<file path="config.mk">
export PLATFORM = sky130hd
export DESIGN_NAME = if_stage_prefetch_flat
export DESIGN_NICKNAME = d
export VERILOG_FILES = /design/src/rtl/if_pkg.sv /design/src/rtl/if_stage_prefetch_if.sv /design/src/rtl/fetch_queue.sv /design/src/rtl/if_stage_prefetch.sv /design/src/flat_wrapper.sv
export SDC_FILE = /design/constraint.sdc
export NUM_CORES = 1
export LEC_CHECK = 0
export ABC_AREA = 1
export CORE_UTILIZATION = 58
export CTS_BUF_LIST = sky130_fd_sc_hd__clkbuf_8
export CTS_CLUSTER_DIAMETER = 60
export DETAILED_ROUTE_END_ITERATION = 6
export PLACE_DENSITY = 0.87
export SETUP_SLACK_MARGIN = 0.3
export SYNTH_ARGS = -nofsm -noshare
export SYNTH_HDL_FRONTEND = slang
export SYNTH_HIERARCHICAL = 1
export SYNTH_SLANG_ARGS = --single-unit
export TNS_END_PERCENT = 10
</file>
<file path="constraint.sdc">
create_clock -name clk -period 8.1 [get_ports clk]
set_input_delay 1.62 -clock clk [delete_from_list [all_inputs] [get_ports clk]]
set_output_delay 1.62 -clock clk [all_outputs]
set_load 0.1 [all_outputs]
</file>
<file path="src/rtl/if_pkg.sv">
// Shared types and default widths for the instruction-fetch stage.
package if_pkg;
  localparam int DEF_ADDR_W  = 32;
  localparam int DEF_INSTR_W = 32;
  localparam int PC_STEP     = DEF_INSTR_W / 8;

  typedef struct packed {
    logic [DEF_ADDR_W-1:0]  pc;
    logic [DEF_INSTR_W-1:0] instr;
  } fetch_entry_t;
endpackage

</file>
<file path="src/rtl/if_stage_prefetch_if.sv">
// Instruction-memory request/response bundle between the fetch stage (master) and memory (slave).
interface if_stage_prefetch_if import if_pkg::*; #(
  parameter int ADDR_W  = DEF_ADDR_W,
  parameter int INSTR_W = DEF_INSTR_W
);
  // Request transfers on a clock edge where req_valid && req_ready; req_valid may not depend on
  // req_ready. Responses return in request order, one per rsp_valid cycle, with no backpressure.
  logic               req_valid;
  logic               req_ready;
  logic [ADDR_W-1:0]  req_addr;
  logic               rsp_valid;
  logic [INSTR_W-1:0] rsp_data;

  modport master (output req_valid, req_addr, input req_ready, rsp_valid, rsp_data);
  modport slave  (input req_valid, req_addr, output req_ready, rsp_valid, rsp_data);
endinterface

</file>
<file path="src/rtl/fetch_queue.sv">
// Synchronous FIFO of fetched {pc,instr} entries; head is presented directly from storage.
module fetch_queue import if_pkg::*; #(
  parameter type T     = fetch_entry_t,
  parameter int  DEPTH = 4
) (
  input  logic                       clk,
  input  logic                       rst,
  input  logic                       clr,
  input  logic                       push,
  input  logic                       pop,
  input  T                           din,
  output T                           dout,
  output logic                       valid,
  output logic                       full,
  output logic [$clog2(DEPTH+1)-1:0] count
);
  localparam int PW = $clog2(DEPTH);
  localparam logic [$clog2(DEPTH+1)-1:0] DEPTH_C = ($clog2(DEPTH+1))'(DEPTH);

  T             mem [DEPTH];
  logic [PW-1:0] wr_ptr;
  logic [PW-1:0] rd_ptr;
  logic          do_push;
  logic          do_pop;

  assign valid   = (count != '0);
  assign full    = (count == DEPTH_C);
  assign do_pop  = pop && valid;
  assign do_push = push && (!full || do_pop);
  // Empty head reads as zero so ID never sees leftover entries after a flush.
  assign dout    = valid ? mem[rd_ptr] : '0;

  always_ff @(posedge clk or posedge rst) begin
    if (rst) begin
      wr_ptr <= '0;
      rd_ptr <= '0;
      count  <= '0;
    end else if (clr) begin
      wr_ptr <= '0;
      rd_ptr <= '0;
      count  <= '0;
    end else begin
      if (do_push) wr_ptr <= wr_ptr + 1'b1;
      if (do_pop)  rd_ptr <= rd_ptr + 1'b1;
      case ({do_push, do_pop})
        2'b10:   count <= count + 1'b1;
        2'b01:   count <= count - 1'b1;
        default: ;
      endcase
    end
  end

  always_ff @(posedge clk) begin
    if (do_push && !clr) mem[wr_ptr] <= din;
  end
endmodule

</file>
<file path="src/rtl/if_stage_prefetch.sv">
// Prefetching IF stage: issues sequential fetches under a credit limit, queues live responses
// and discards responses belonging to requests issued before the last redirect.
module if_stage_prefetch import if_pkg::*; #(
  parameter int               ADDR_W   = DEF_ADDR_W,
  parameter int               INSTR_W  = DEF_INSTR_W,
  parameter int               DEPTH    = 4,
  parameter int               MAX_OUT  = 2,
  parameter logic [ADDR_W-1:0] RESET_PC = '0
) (
  input  logic                clk,
  input  logic                rst,
  input  logic                freeze,
  input  logic                branch_taken,
  input  logic [ADDR_W-1:0]   branch_addr,
  if_stage_prefetch_if.master imem,
  output logic                out_valid,
  output logic [ADDR_W-1:0]   out_pc,
  output logic [INSTR_W-1:0]  out_instr
);
  typedef struct packed {
    logic [ADDR_W-1:0]  pc;
    logic [INSTR_W-1:0] instr;
  } entry_t;

  localparam int CW   = $clog2(DEPTH + 1);
  localparam int OW   = $clog2(MAX_OUT + 1);
  localparam int SW   = $clog2(DEPTH + MAX_OUT + 1);
  localparam int AW   = (MAX_OUT > 1) ? $clog2(MAX_OUT) : 1;
  localparam int STEP = INSTR_W / 8;

  logic [ADDR_W-1:0] fetch_pc;
  logic [OW-1:0]     outstanding;
  logic [OW-1:0]     drop_cnt;
  logic [CW-1:0]     count;
  logic [ADDR_W-1:0] addr_fifo [MAX_OUT];
  logic [AW-1:0]     af_wr;
  logic [AW-1:0]     af_rd;
  logic [SW-1:0]     occupancy;
  logic              req_fire;
  logic              push;
  logic              pop;
  logic              q_full;
  entry_t            q_din;
  entry_t            q_dout;

  function automatic logic [AW-1:0] af_next(input logic [AW-1:0] p);
    return (p == AW'(MAX_OUT - 1)) ? '0 : p + 1'b1;
  endfunction

  // Queue slots already promised: entries held plus live (non-dropped) requests in flight.
  assign occupancy = SW'(count) + SW'(outstanding) - SW'(drop_cnt);

  assign imem.req_valid = !rst && !branch_taken && (outstanding < OW'(MAX_OUT)) &&
                          (occupancy < SW'(DEPTH));
  assign imem.req_addr  = fetch_pc;
  assign req_fire       = imem.req_valid && imem.req_ready;
  assign push           = imem.rsp_valid && (drop_cnt == '0) && !branch_taken;
  assign pop            = out_valid && !freeze;
  assign q_din          = '{pc: addr_fifo[af_rd], instr: imem.rsp_data};

  always_ff @(posedge clk or posedge rst) begin
    if (rst) begin
      fetch_pc    <= RESET_PC;
      outstanding <= '0;
      drop_cnt    <= '0;
      af_wr       <= '0;
      af_rd       <= '0;
    end else begin
      if (branch_taken)  fetch_pc <= branch_addr;
      else if (req_fire) fetch_pc <= fetch_pc + ADDR_W'(STEP);

      case ({req_fire, imem.rsp_valid})
        2'b10:   outstanding <= outstanding + OW'(1);
        2'b01:   outstanding <= outstanding - OW'(1);
        default: ;
      endcase

      // Every request still in flight at a redirect is stale, including one answering now.
      if (branch_taken)                          drop_cnt <= outstanding - OW'(imem.rsp_valid);
      else if (imem.rsp_valid && drop_cnt != '0) drop_cnt <= drop_cnt - OW'(1);

      if (req_fire)       af_wr <= af_next(af_wr);
      if (imem.rsp_valid) af_rd <= af_next(af_rd);
    end
  end

  always_ff @(posedge clk) begin
    if (req_fire) addr_fifo[af_wr] <= fetch_pc;
  end

  fetch_queue #(.T(entry_t), .DEPTH(DEPTH)) u_queue (
    .clk   (clk),
    .rst   (rst),
    .clr   (branch_taken),
    .push  (push),
    .pop   (pop),
    .din   (q_din),
    .dout  (q_dout),
    .valid (out_valid),
    .full  (q_full),
    .count (count)
  );

  assign out_pc    = q_dout.pc;
  assign out_instr = q_dout.instr;

  a_no_push_full: assert property (@(posedge clk) disable iff (rst) !(push && q_full && !pop));
  a_rsp_expected: assert property (@(posedge clk) disable iff (rst)
                                   !(imem.rsp_valid && outstanding == '0));
  a_drop_bound:   assert property (@(posedge clk) disable iff (rst) drop_cnt <= outstanding);
endmodule

</file>
<file path="src/flat_wrapper.sv">
// flat-port wrapper written by rule: the top's interface ports become plain ports
module if_stage_prefetch_flat import if_pkg::*;
#(
  parameter int               ADDR_W   = DEF_ADDR_W,
  parameter int               INSTR_W  = DEF_INSTR_W,
  parameter int               DEPTH    = 4,
  parameter int               MAX_OUT  = 2,
  parameter logic [ADDR_W-1:0] RESET_PC = '0
)
  (clk, rst, freeze, branch_taken, branch_addr, out_valid, out_pc, out_instr, imem_req_valid, imem_req_addr, imem_req_ready, imem_rsp_valid, imem_rsp_data);
  if_stage_prefetch_if #(.ADDR_W(ADDR_W), .INSTR_W(INSTR_W)) imem_i ();
  input  logic clk;
  input  logic rst;
  input  logic freeze;
  input  logic branch_taken;
  input  logic [ADDR_W-1:0] branch_addr;
  output logic out_valid;
  output logic [ADDR_W-1:0] out_pc;
  output logic [INSTR_W-1:0] out_instr;
  output wire logic [$bits(imem_i.req_valid)-1:0] imem_req_valid;
  output wire logic [$bits(imem_i.req_addr)-1:0] imem_req_addr;
  input wire logic [$bits(imem_i.req_ready)-1:0] imem_req_ready;
  input wire logic [$bits(imem_i.rsp_valid)-1:0] imem_rsp_valid;
  input wire logic [$bits(imem_i.rsp_data)-1:0] imem_rsp_data;
  assign imem_req_valid = imem_i.req_valid;
  assign imem_req_addr = imem_i.req_addr;
  assign imem_i.req_ready = imem_req_ready;
  assign imem_i.rsp_valid = imem_rsp_valid;
  assign imem_i.rsp_data = imem_rsp_data;
  if_stage_prefetch #(.ADDR_W(ADDR_W), .INSTR_W(INSTR_W), .DEPTH(DEPTH), .MAX_OUT(MAX_OUT), .RESET_PC(RESET_PC)) u_core (.clk(clk), .rst(rst), .freeze(freeze), .branch_taken(branch_taken), .branch_addr(branch_addr), .imem(imem_i), .out_valid(out_valid), .out_pc(out_pc), .out_instr(out_instr));
endmodule
</file>
==> out/qor.csv, run 1 <==
stage,metric,value,unit
status,status,"complete, no violations",
synth,syn-instance-count,1343,
cts,numCtsBuffers,55,
routing,wl,33.19,mm
sta,skew,30.95,ps
placed_design,place_congestion,0.8391,
cts,clock_latency,590,ps
cts,cts-resized-gates,0,
cts,cts_tree,built,
routing,wl_per_cell,17.47,µm
worst_setup_path,critical_path.max_fanout,65,
cells_and_area,drive_above_1_share,10.35,%
synth,yosys_warnings,6,
synth,synth_area_leaders,"edfxtp_1 (62%), dfrtp_1 (7.3%), nor2_1 (7.3%), o21ai_0 (4.3%), nand2_1 (3.9%)",
floorplan,fp-row-count,59,
routing,route.detailed.drc,0,
synth,async_flop_share,12.33,%
synth,synth_area_leader_cell,edfxtp_1,
synth,synth_sequential_area_ratio,69.50,%
power,leakage,0.006749,µW
grt,grt_pass1_vias,10280,
cts,clkSinkCount,365,
cells_and_area,final_core_util,71.02,%
cells_and_area,fin_nets,1600,
synth,syn_nets,1425,
routing,drt_first_pass_iters,6,
synth,avgSynthCellArea,11.50,µm²
placed_design,port_buffers,167,
cells_and_area,syn_to_final_growth,19.82,%
worst_setup_path,cp.required,6480,ps
synth,synth_top_area_share,62.21,%
cts,max-clock-path-buffers,3,
floorplan,core,26060,µm²
cts,cts_hold_buffers,0,
routing,vias,10580,
sta,grt_setup_unrepaired,no,
cts,clk_pin_slew,60,ps
sta,slew_headroom,18.63,%
synth,synth-edff-count,320,
flow_run,maxCapViolCount,0,
worst_setup_path,crit_slowest_cell,clkdlybuf4s50_1,
synth,synth.ff_latch_count,365,
worst_setup_path,reg2reg_slack,4520,ps
grt,grt-ovfl-total,0,
routing,postRouteAntennaNets,0,
worst_setup_path,crit_family,buffers and inverters,
grt,antenna_found_initial,0,
synth,post-synth-top-count-cell,edfxtp_1,
worst_setup_path,cp-start-kind,flop,
floorplan,die_x,165.2,µm
power,max-vdd-ir-drop,331.9,µV
grt,grt_max_degree,83,
cts,htreeDepth,2,
grt,grt.total_usage,24.55,%
sta,fmax,171.2,MHz
worst_setup_path,cpPeakStageDelay,1180,ps
worst_setup_path,path_class,flop to output port,
min_path,min_path_type,flop to flop,
sta,fin_crit_sh,72.10,%
floorplan,die_area,27290,µm²
routing,drt_iter0_markers,900,
sta,period_needed,5840,ps
power,powerDensity,385.5,nW/µm²
cells_and_area,diodes,0,
worst_setup_path,path_cells,clkinv_2 > buf_4 > o21ai_0 > a21oi_1 > clkdlybuf4s50_1,
synth,yosys-top-cells-count,"edfxtp_1 (320), nor2_1 (299), nand2_1 (160)",
floorplan,start_util,59.27,%
worst_setup_path,critPathArrivalTime,4220,ps
grt,grt_pass1_wl,51.42,mm
sta,finalSetupTns,0,ps
floorplan,ios,168,
sta,setup_viol,0,
synth,syn-cell-area,15450,µm²
routing,vias_per_cell,5.569,
placed_design,hpwl,19.94,mm
synth,yosys_most_used_dff,edfxtp_1,
worst_setup_path,end_kind,output port,
cts,cts-root-buf,clkbuf_8,
floorplan,dieHeight,165.2,µm
cts,cts_setup_buffers,0,
sta,finalHoldViolations,0,
worst_setup_path,crit_buf_inv,3,
sta,slew_viol_final,0,
sta,worstMarginPinSlew,1218,ps
synth,ys_types,32,
-- sequential cells by signal, indices dropped and copies added, names as in the netlist --
name	flops
u_core/outstanding	2
u_core/drop_cnt	2
u_core/af_wr	1
u_core/u_queue/mem	256
u_core/af_rd	1
u_core/addr_fifo	64
u_core/u_queue/rd_ptr	2
u_core/u_queue/wr_ptr	2
u_core/imem.req_addr	32
u_core/u_queue/count	3
-- cells in the final DEF (no fill, tap or decap), drive strengths merged --
master,n
a21oi,69
and2,2
buf,16
bufinv,6
clkbuf,57
clkdlybuf4s50,167
clkinv,26
clkinvlp,4
dfrtp,45
edfxtp,320
fa,2
ha,10
inv,76
mux2,32
nand2,164
nand3,96
nand4,3
nor2,309
nor3,2
o21a,1
o21ai,141
o21bai,1
xnor2,6
xor2,10
-- worst reg2reg max path, cell delays in order, from the launching register on --
cell and delay [ps]:
dfrtp_1 460, inv_1 100, nand2_2 150, inv_1 50
nor2_1 240, nand2_1 140, nand2_1 90, nand3_1 340
nor2_4 1060, buf_4 580
-- cells by family after synthesis --
| group | after synthesis | synth area share [%] |
|---|---|---|
| AOI/OAI and AO/OA | 212 | 6.902 |
| xor gates and xnor gates | 16 | 0.9072 |
| adders and majority gates | 12 | 1.069 |
| buffers and inverters | 130 | 3.815 |
| DFF | 365 | 69.50 |
| muxes | 32 | 2.333 |
| and+or+nand+nor | 576 | 15.47 |
-- metal layers --
metal | wire length [µm] | GRT usage (%)
met5 | 0 | 0
met4 | 764 | 8.257
met2 | 16810 | 42.68
met3 | 2361 | 4.196
met1 | 13260 | 31.23
-- stage by stage --
stage	worst slack [ps]	hold slack, ps	power [µW]	instance area, µm²	std cells
after global placement	2572	459.0	5563	17350	1796
final	2260	489.6	7134	18510	1900
after global routing	2000	526.3	7407	18510	1900
after CTS	2199	488.8	7164	18510	1900
after detailed placement	2566	476.3	5618	17350	1796
after floorplan	2566	515.7	4860	15450	1343
-- area by class of cell --
cell class	instances	area (µm²)
clock buffers	57	784.5
flip-flops and latches	365	10740
fillers	1701	7551
repair buffers	183	1792
multi-input cells	848	4156
inverters	65	245.2
well taps	335	419.2
clock inverters	47	370.4
-- where the power goes --
group	switching, µW	internal [µW]
sequential	141	2230
combinational	2510	714
clock	687	853
total	3340	3790
-- worst paths after layout --
check                                                      from                                   end  depth (start not counted)
setup / recovery           u_core/u_queue/rd_ptr[0]$_DFFE_PP0P_                            out_pc[30]                          5
hold / removal                         u_core/af_rd$_DFFE_PP0P_              u_core/af_rd$_DFFE_PP0P_                          1
setup reg to reg            u_core/u_queue/count[2]$_DFFE_PP0P_   u_core/u_queue/mem[0][54]$_DFFE_PP_                          9
hold reg to reg                        u_core/af_rd$_DFFE_PP0P_              u_core/af_rd$_DFFE_PP0P_                          1
max in group asynchronous                                   rst   u_core/imem.req_addr[1]$_DFFE_PP0P_                          3
min in group asynchronous                                   rst  u_core/u_queue/wr_ptr[1]$_DFFE_PP0P_                          2
Note: power is estimated with default switching activity, not from simulation.
==> run 2: changes to the inputs <==
- clock period: 8.1 -> 6.05 ns (I/O delays scaled with it)
==> run 2 against run 1 <==
Compared with the run above: non-clock buffer count did not move; register-to-register slack got worse by 1600 ps; hold slack improved by 25 ps; clock-buffer cell count did not move; global-route usage fell by 0.15 points; die area did not move; flip-flop and latch count did not move; core utilization fell by 0.39 points; total power rose by 32%; via count rose by 0.26%; critical endpoint is now out_instr[15]; largest cell class unchanged; highest routed layer unchanged.
==> out/qor.csv, run 2 (synthesis gave the netlist of run 1 again) <==
stage,metric,value,unit,change
cts,cts_setup_buffers,0,,unchanged
worst_setup_path,crit_family,buffers and inverters,,
floorplan,dieHeight,165.2,µm,unchanged
cells_and_area,regArea,10740,µm²,unchanged
worst_setup_path,cp-start-kind,flop,,
cells_and_area,mostFrequentLayoutCell,edfxtp_1,,
worst_setup_path,reg2reg_slack,2880,ps,-1640 ps
placed_design,place_congestion,0.8666,,+3.3%
sta,slew_headroom,27.97,%,+9.3 points
sta,grt_setup_unrepaired,no,,
worst_setup_path,crit_end,out_instr[15],,
routing,drt_first_pass_iters,5,,-1
routing,route.detailed.drc,0,,unchanged
cells_and_area,syn_to_final_growth,19.16,%,
cts,clkSinkCount,365,,unchanged
grt,grt.total_usage,24.40,%,-0.15 points
worst_setup_path,critPathArrivalTime,4110,ps,-110 ps
floorplan,ios,168,,unchanged
flow_run,maxCapViolCount,0,,unchanged
power,powerDensity,510.3,nW/µm²,+32%
cts,cts-resized-gates,0,,unchanged
routing,drt_iter0_markers,1105,,+23%
cts,cts-root-buf,clkbuf_8,,
cells_and_area,diodes,0,,unchanged
worst_setup_path,end_kind,output port,,
sta,final.setup.worst_slack,728.0,ps,-1532 ps
sta,fin_crit_sh,87.97,%,
worst_setup_path,crit_start,u_core/u_queue/rd_ptr[1]$_DFFE_PP0P_,,
cts,cts_hold_buffers,0,,unchanged
placed_design,hpwl,20.13,mm,+0.98%
cells_and_area,multi_input_area,4156,µm²,unchanged
routing,vias,10610,,+0.26%
grt,antenna_found_initial,0,,unchanged
cells_and_area,fin_area,18410,µm²,-0.55%
worst_setup_path,path_cells,buf_4 > inv_2 > buf_4 > nor2_1 > o21ai_0 > a21oi_1 > clkdlybuf4s50_1,,
worst_setup_path,crit_slowest_cell,clkdlybuf4s50_1,,
floorplan,die_x,165.2,µm,unchanged
worst_setup_path,path_class,flop to output port,,
routing,wl,32.83,mm,-1.1%
worst_setup_path,worstReg2RegEnd,u_core/u_queue/mem[2][19]$_DFFE_PP_,,
floorplan,fp-row-count,59,,unchanged
placed_design,dpl_cell_area,17350,µm²,about the same
worst_setup_path,cpPeakStageDelay,1150,ps,-30 ps
cts,max-clock-path-buffers,3,,unchanged
cells_and_area,fin_nets,1599,,-0.063%
cells_and_area,drive_above_1_share,9.673,%,-0.68 points
routing,wl_per_cell,17.31,µm,-0.90%
cells_and_area,instances_no_fill,1896,,-0.21%
worst_setup_path,cp.required,4840,ps,-1640 ps
routing,vias_per_cell,5.595,,+0.47%
grt,grt-ovfl-total,0,,unchanged
cts,cts_tree,built,,
sta,slew_viol_final,0,,unchanged
sta,period_needed,5322,ps,
cells_and_area,final_core_util,70.63,%,-0.39 points
grt,grt_pass1_wl,51.19,mm,-0.44%
cells_and_area,regMostFlops,u_core/u_queue/mem,,
sta,finalHoldViolations,0,,unchanged
cts,htreeDepth,2,,unchanged
cts,clk_pin_slew,60,ps,about the same
cts,clock_latency,590,ps,about the same
worst_setup_path,rr_startpoint,u_core/u_queue/count[2]$_DFFE_PP0P_,,
routing,postRouteAntennaNets,0,,unchanged
cells_and_area,largest_reg_flops,256,,unchanged
worst_setup_path,crit_buf_inv,4,,+1
placed_design,preCtsSetupSlack,1338,ps,-1228 ps
sta,finalSetupTns,0,ps,unchanged
status,status,"complete, no violations",,
power,leakage,0.006710,µW,-0.57%
cells_and_area,fill_cells,1720,,+1.1%
floorplan,start_util,59.27,%,unchanged
placed_design,post-place-cells,1796,,unchanged
sta,setup_viol,0,,unchanged
min_path,worstHoldPathCells,0,,-1
worst_setup_path,critical_path.max_fanout,65,,unchanged
worst_setup_path,cpMostUsedCell,buf_4,,
sta,worstMarginPinSlew,1080,ps,-137.2 ps
floorplan,core,26060,µm²,unchanged
worst_setup_path,r2r_cells,9,,unchanged
power,max-vdd-ir-drop,553.0,µV,+67%
sta,fmax,187.9,MHz,
cts,numCtsBuffers,54,,-1.8%
sta,skew,17.70,ps,-13.25 ps
cells_and_area,final_cell_mix,"edfxtp_1 (320), nor2_1 (293), clkdlybuf4s50_1 (166)",,
grt,grt_max_degree,117,,+41%
min_path,min_path_type,flop to flop,,
placed_design,port_buffers,167,,unchanged
grt,grt_pass1_vias,10300,,+0.17%
floorplan,die_area,27290,µm²,unchanged
worst_setup_path,cp.depth,7,,+2
run 2: worst min-delay path by stage:
stage                                         startpoint                                   end  slack [ps]
floorplan           u_core/u_queue/wr_ptr[0]$_DFFE_PP0P_  u_core/u_queue/wr_ptr[0]$_DFFE_PP0P_         520
global placement     u_core/imem.req_addr[1]$_DFFE_PP0P_      u_core/addr_fifo[0][1]$_DFFE_PP_         490
detailed placement   u_core/imem.req_addr[0]$_DFFE_PP0P_      u_core/addr_fifo[1][0]$_DFFE_PP_         500
CTS                  u_core/imem.req_addr[1]$_DFFE_PP0P_      u_core/addr_fifo[0][1]$_DFFE_PP_         520
global route         u_core/imem.req_addr[1]$_DFFE_PP0P_      u_core/addr_fifo[0][1]$_DFFE_PP_         540
finish               u_core/imem.req_addr[1]$_DFFE_PP0P_      u_core/addr_fifo[0][1]$_DFFE_PP_         510
run 2: report_power, final:
group	leakage [µW]	total, µW	internal [µW]	switching (µW)
logic	0.00268	4330	956	3370
registers	0.00343	3160	2980	178
clock network	0.000598	1910	1010	901
run 2: layout make-up:
class                   instances  area share [%]
well taps                     335           2.277
multi-input cells             848           22.58
clock inverters                43           1.468
clock buffers                  57           4.262
flip-flops and latches        365           58.35
repair buffers                183           9.721
inverters                      65           1.332
run 2: routing by layer:
metal / track usage [%] / wire length, µm / share of wire [%]
met3: 4.520 / 2322 / 7.1
met2: 41.59 / 16290 / 50
met5: 0 / 0 / 0
met4: 7.923 / 719 / 2.2
met1: 31.65 / 13490 / 41
run 2: per-stage QoR:
stage	total power, µW	hold WS, ps
detailed placement	7520	505.0
finish	9393	514.5
CTS	9435	521.0
global route	9763	539.1
floorplan	6507	515.7
global placement	7445	487.1
==> edit 1, RTL diff (config.mk and constraints of run 2) <==
`DEF_INSTR_W`: 32 -> 64.
--- a/src/rtl/if_pkg.sv
+++ b/src/rtl/if_pkg.sv
@@ -1,7 +1,7 @@
 // Shared types and default widths for the instruction-fetch stage.
 package if_pkg;
   localparam int DEF_ADDR_W  = 32;
-  localparam int DEF_INSTR_W = 32;
+  localparam int DEF_INSTR_W = 64;
   localparam int PC_STEP     = DEF_INSTR_W / 8;
 
   typedef struct packed {
Interface: changed (resized imem_rsp_data and out_instr); port bits go from 168 to 232. The function was not compared with the original's and may differ.
==> edit 1 against run 2 <==
Power rose by 35%; critical endpoint is now out_instr[31]; routed wire length rose by 37%; design area rose by 33%; critical path type unchanged; cell count rose by 30%; first-iteration DRC count rose by 2.4%; sequential cell count rose by 128; non-clock buffer count rose by 74; worst setup slack improved by 340 ps; sequential power rose by 30%; clock skew rose by 6.6 ps; synthesized cell count rose by 27%; largest power group unchanged; area after synthesis rose by 33%; combinational power rose by 39%.
==> edit 1: results (changes against run 2) <==
- Leak: 0.00886 uW (+32%)
- First-pass GRT wire length: 70300 um (+37%)
- Total GRT Usage: 25.0% (+0.64 points)
- # fillers: 2262 (+32%)
- Critical path peak fanout: 40 (-38%)
- CP arrival: 3770 ps (-340 ps)
- Clk buf depth: 3 (unchanged)
- Main area contributors after synthesis: edfxtp_1, nor2_1, dfrtp_1, o21ai_0, nand2_1
- Nets@finish: 2068 (+29%)
- DP HPWL: 27500 um (+37%)
- H-tree depth: 3 (+1)
- Syn_nets: 1824 (+28%)
- Final cell count without fillers: 2466 (+30%)
- Outcome: completed
- Worst Clk Skew: 24.3 ps (+6.57 ps)
- Sequential fraction of the synthesis area: 70.8% (+1.3 points)
- Worst ir drop on vdd: 0.000561 V (+1.5%)
- Mux contribution to synthesized area: 1.75% (-0.58 points)
- Initial DRC count: 1132 (+2.4%)
- Initial antenna violation count: 2 (+2)
- Post-synth EDFFs: 448 (+40%)
- Vias per cell: 5.55 (-0.81%)
- Clock latency at the later pin of the worst-skew pair: 590 ps (about the same)
- Normalized max-slew margin: 29.9% (+1.9 points)
- Placed cells: 2331 (+30%)
- Cell area after placement: 0.0231 mm2 (+33%)
- Routed WL: 45100 um (+37%)
- Synth cell count leaders: edfxtp_1, nor2_1, nand2_1
- Buffers on Ports: 231 (+38%)
- Post-synth cell types: 37 (+16%)
- CTS root buffer: clkbuf_8
- Asr flop ratio synth: 9.13% (-3.2 points)
- Worst-path clk slew: 60 ps (about the same)
- Vias in the first global route: 13700 (+33%)
- XOR/XNOR share of the synthesized area: 0.638% (-0.27 points)
- Share of cells above drive strength 1: 10.7% (+1.0 points)
- Gpl congestion: 0.887 (+2.3%)
- Synth Area in Adders: 0.802% (-0.27 points)
- Area fraction in compound gates after synthesis: 7.54% (+0.63 points)
- Prevailing post-synth register cell: edfxtp_1
- YS warnings: 6 (unchanged)
- Post-CTS Setup Bufs: 0 (unchanged)
- Max reg flops: 384 (+50%)
- Syn_area_per_cell: 12.0 um2 (+4.7%)
- Largest net degree at the start of global routing: 194 (+66%)
- CTS Buf Count: 76 (+41%)
-- edit 1: critical path, cell delays in order, from the launching register on --
cell	delay, ps
dfrtp_4	410
clkinv_2	570
buf_4	540
nor2_1	150
o21ai_0	100
a21oi_1	210
clkdlybuf4s50_1	1170
-- edit 1: worst paths after layout --
kind	from	cells after the start	end	slack [ps]
worst max-delay path	u_core/u_queue/rd_ptr[1]	6	out_instr[31]	1070
worst min-delay path	u_core/imem.req_addr[2]	0	u_core/addr_fifo[0][2]	510
worst max register to register	u_core/outstanding[1]	10	u_core/outstanding[1]	2630
worst min register to register	u_core/imem.req_addr[2]	0	u_core/addr_fifo[0][2]	510
max in group asynchronous	rst	3	u_core/imem.req_addr[2]	4450
min in group asynchronous	rst	2	u_core/af_rd	910
-- edit 1: power by group --
group / switching, uW / internal, uW
combinational: 4740 / 1260
sequential: 152 / 3970
clock: 1200 / 1310
total: 6090 / 6550
-- edit 1: layout make-up --
| class | count | area [um2] | area share, % |
|---|---|---|---|
| sequential | 493 | 14600 | 59.5 |
| clock buffer | 80 | 1100 | 4.49 |
| multi-input combinational | 1064 | 5170 | 21.1 |
| timing repair buffer | 257 | 2550 | 10.4 |
| clock inverter | 55 | 287 | 1.17 |
| tap | 455 | 569 | 2.32 |
| inverter | 62 | 238 | 0.970 |
-- edit 1: per-stage QoR --
stage	hold WS (ps)	setup slack (ps)	power, uW
after floorplan	501	-445	8860
after global placement	499	1760	10100
after detailed placement	515	1670	10200
after CTS	526	1040	12700
after global routing	541	931	13100
final	510	1070	12600
-- edit 1: metal layers --
layer	global-route usage, %	vias up	wire, um
met5	0	-	25
met4	8.28	4	896
met3	5.54	82	4030
met2	42.8	636	22400
met1	31.8	6511	17700
li1	-	6454	-
-- edit 1: kinds of logic (layout without fill, tap and decap cells) --
logic type	Yosys count	count (layout)
AOI/OAI and AO/OA	309	309
xor gates and xnor gates	15	15
adders and majority gates	12	12
buffers and inverters	153	454
DFF	493	493
muxes	32	32
and+or+nand+nor	696	696
==> edit 2, RTL diff (settings of run 2) <==
Without the edit above. Make the reset (`rst`) synchronous in 2 clocked blocks.
--- a/src/rtl/fetch_queue.sv
+++ b/src/rtl/fetch_queue.sv
@@ -30,7 +30,7 @@
   // Empty head reads as zero so ID never sees leftover entries after a flush.
   assign dout    = valid ? mem[rd_ptr] : '0;
 
-  always_ff @(posedge clk or posedge rst) begin
+  always_ff @(posedge clk) begin
     if (rst) begin
       wr_ptr <= '0;
       rd_ptr <= '0;
--- a/src/rtl/if_stage_prefetch.sv
+++ b/src/rtl/if_stage_prefetch.sv
@@ -58,7 +58,7 @@
   assign pop            = out_valid && !freeze;
   assign q_din          = '{pc: addr_fifo[af_rd], instr: imem.rsp_data};
 
-  always_ff @(posedge clk or posedge rst) begin
+  always_ff @(posedge clk) begin
     if (rst) begin
       fetch_pc    <= RESET_PC;
       outstanding <= '0;
Check against the original RTL: differs if rst is asserted again (counterexample within 4 cycles, from zero or initial values and one cycle with rst high); with rst held inactive, the same outputs for 4 cycles.
==> edit 2 against run 2 <==
Worst setup slack improved by 210 ps; critical endpoint is now out_instr[23]; die area increased by 0.95%; area after synthesis increased by 0.96%; sequential cell count increased by 3; the flow now finishes with violations (DRC); design area increased by 0.10%; clock skew decreased by 4.7 ps; routed wire length increased by 5.0%; count of clock-buffer cells in the layout increased by 3; fmax increased by 4.1%.
Power is not compared: it rests on default switching activity, and its combinational part moved more than twofold at a synthesized area within 25%.
==> edit 2: results (changes against run 2) <==
- Outcome: complete, but fails checks
- Failing checks: DRC
- FFs & Latches: 368 (+0.82%)
- DRT Pass-1 Iters: 7 (+2)
- Met2 global-route usage: 41.1% (-0.54 points)
- Syn_nets: 1502 (+5.4%)
- CP arrival: 3900 ps (-210 ps)
- # fillers: 1740 (+1.2%)
- Met3 WL: 3050 um (+31%)
- # DRC: 15 (+15)
- Met1 WL: 14200 um (+5.4%)
- Nets@finish: 1676 (+4.8%)
- Register area: 0.0106 mm2 (-1.5%)
- Count of non-CTS buffers in the layout: 187 (+2.2%)
- Syn_area_per_cell: 11.0 um2 (-4.5%)
- Share of cells above drive strength 1: 9.08% (-0.59 points)
- Most common cell in the netlist: nor2_1
- Main area contributors after synthesis: edfxtp_1, nor2_1, dfxtp_1, o21ai_0, nand2_1
- Critical path peak fanout: 66 (+1.5%)
- Area fraction in compound gates after synthesis: 7.83% (+0.93 points)
- Clock network area share: 5.24% (-0.49 points)
- Met1 Usage GRT: 33.8% (+2.2 points)
- NonClk Buf Share: 9.94% (+0.22 points)
- Multi-input combinational area share: 23.5% (+0.91 points)
- Routed WL: 34500 um (+5.0%)
- Reg2Reg Depth: 10 (+1)
## edit 2: per-stage QoR
| stage | worst slack (ps) | cell area (um2) | hold slack (ps) |
|---|---|---|---|
| 3_3_place_gp | 1690 | 17500 | 443 |
| 2_1_floorplan | 1870 | 15600 | 436 |
| 4_1_cts | 949 | 18400 | 492 |
| 5_1_grt | 701 | 18400 | 519 |
| 3_5_place_dp | 1580 | 17500 | 464 |
| 6_report | 937 | 18400 | 496 |
## edit 2: critical path: stages (launching register included)
cell and delay [ps]:
dfxtp_4 810, buf_4 670, nor2_1 120, nor2_1 120
o21ai_0 120, a21oi_1 260, clkdlybuf4s50_1 1180
## edit 2: cell families (layout without fill, tap and decap cells)
kind of cell,Yosys count,count (layout)
fa+ha+maj,12,12
buf+inv,150,360
flops,368,368
compound gates,241,241
mux,32,32
xor+xnor,4,4
simple gates,613,613
## edit 2: power by group
| part | internal (uW) | switching (uW) |
|---|---|---|
| Sequential | 2820 | 44.9 |
| Combinational | 162 | 411 |
| Clock | 903 | 884 |
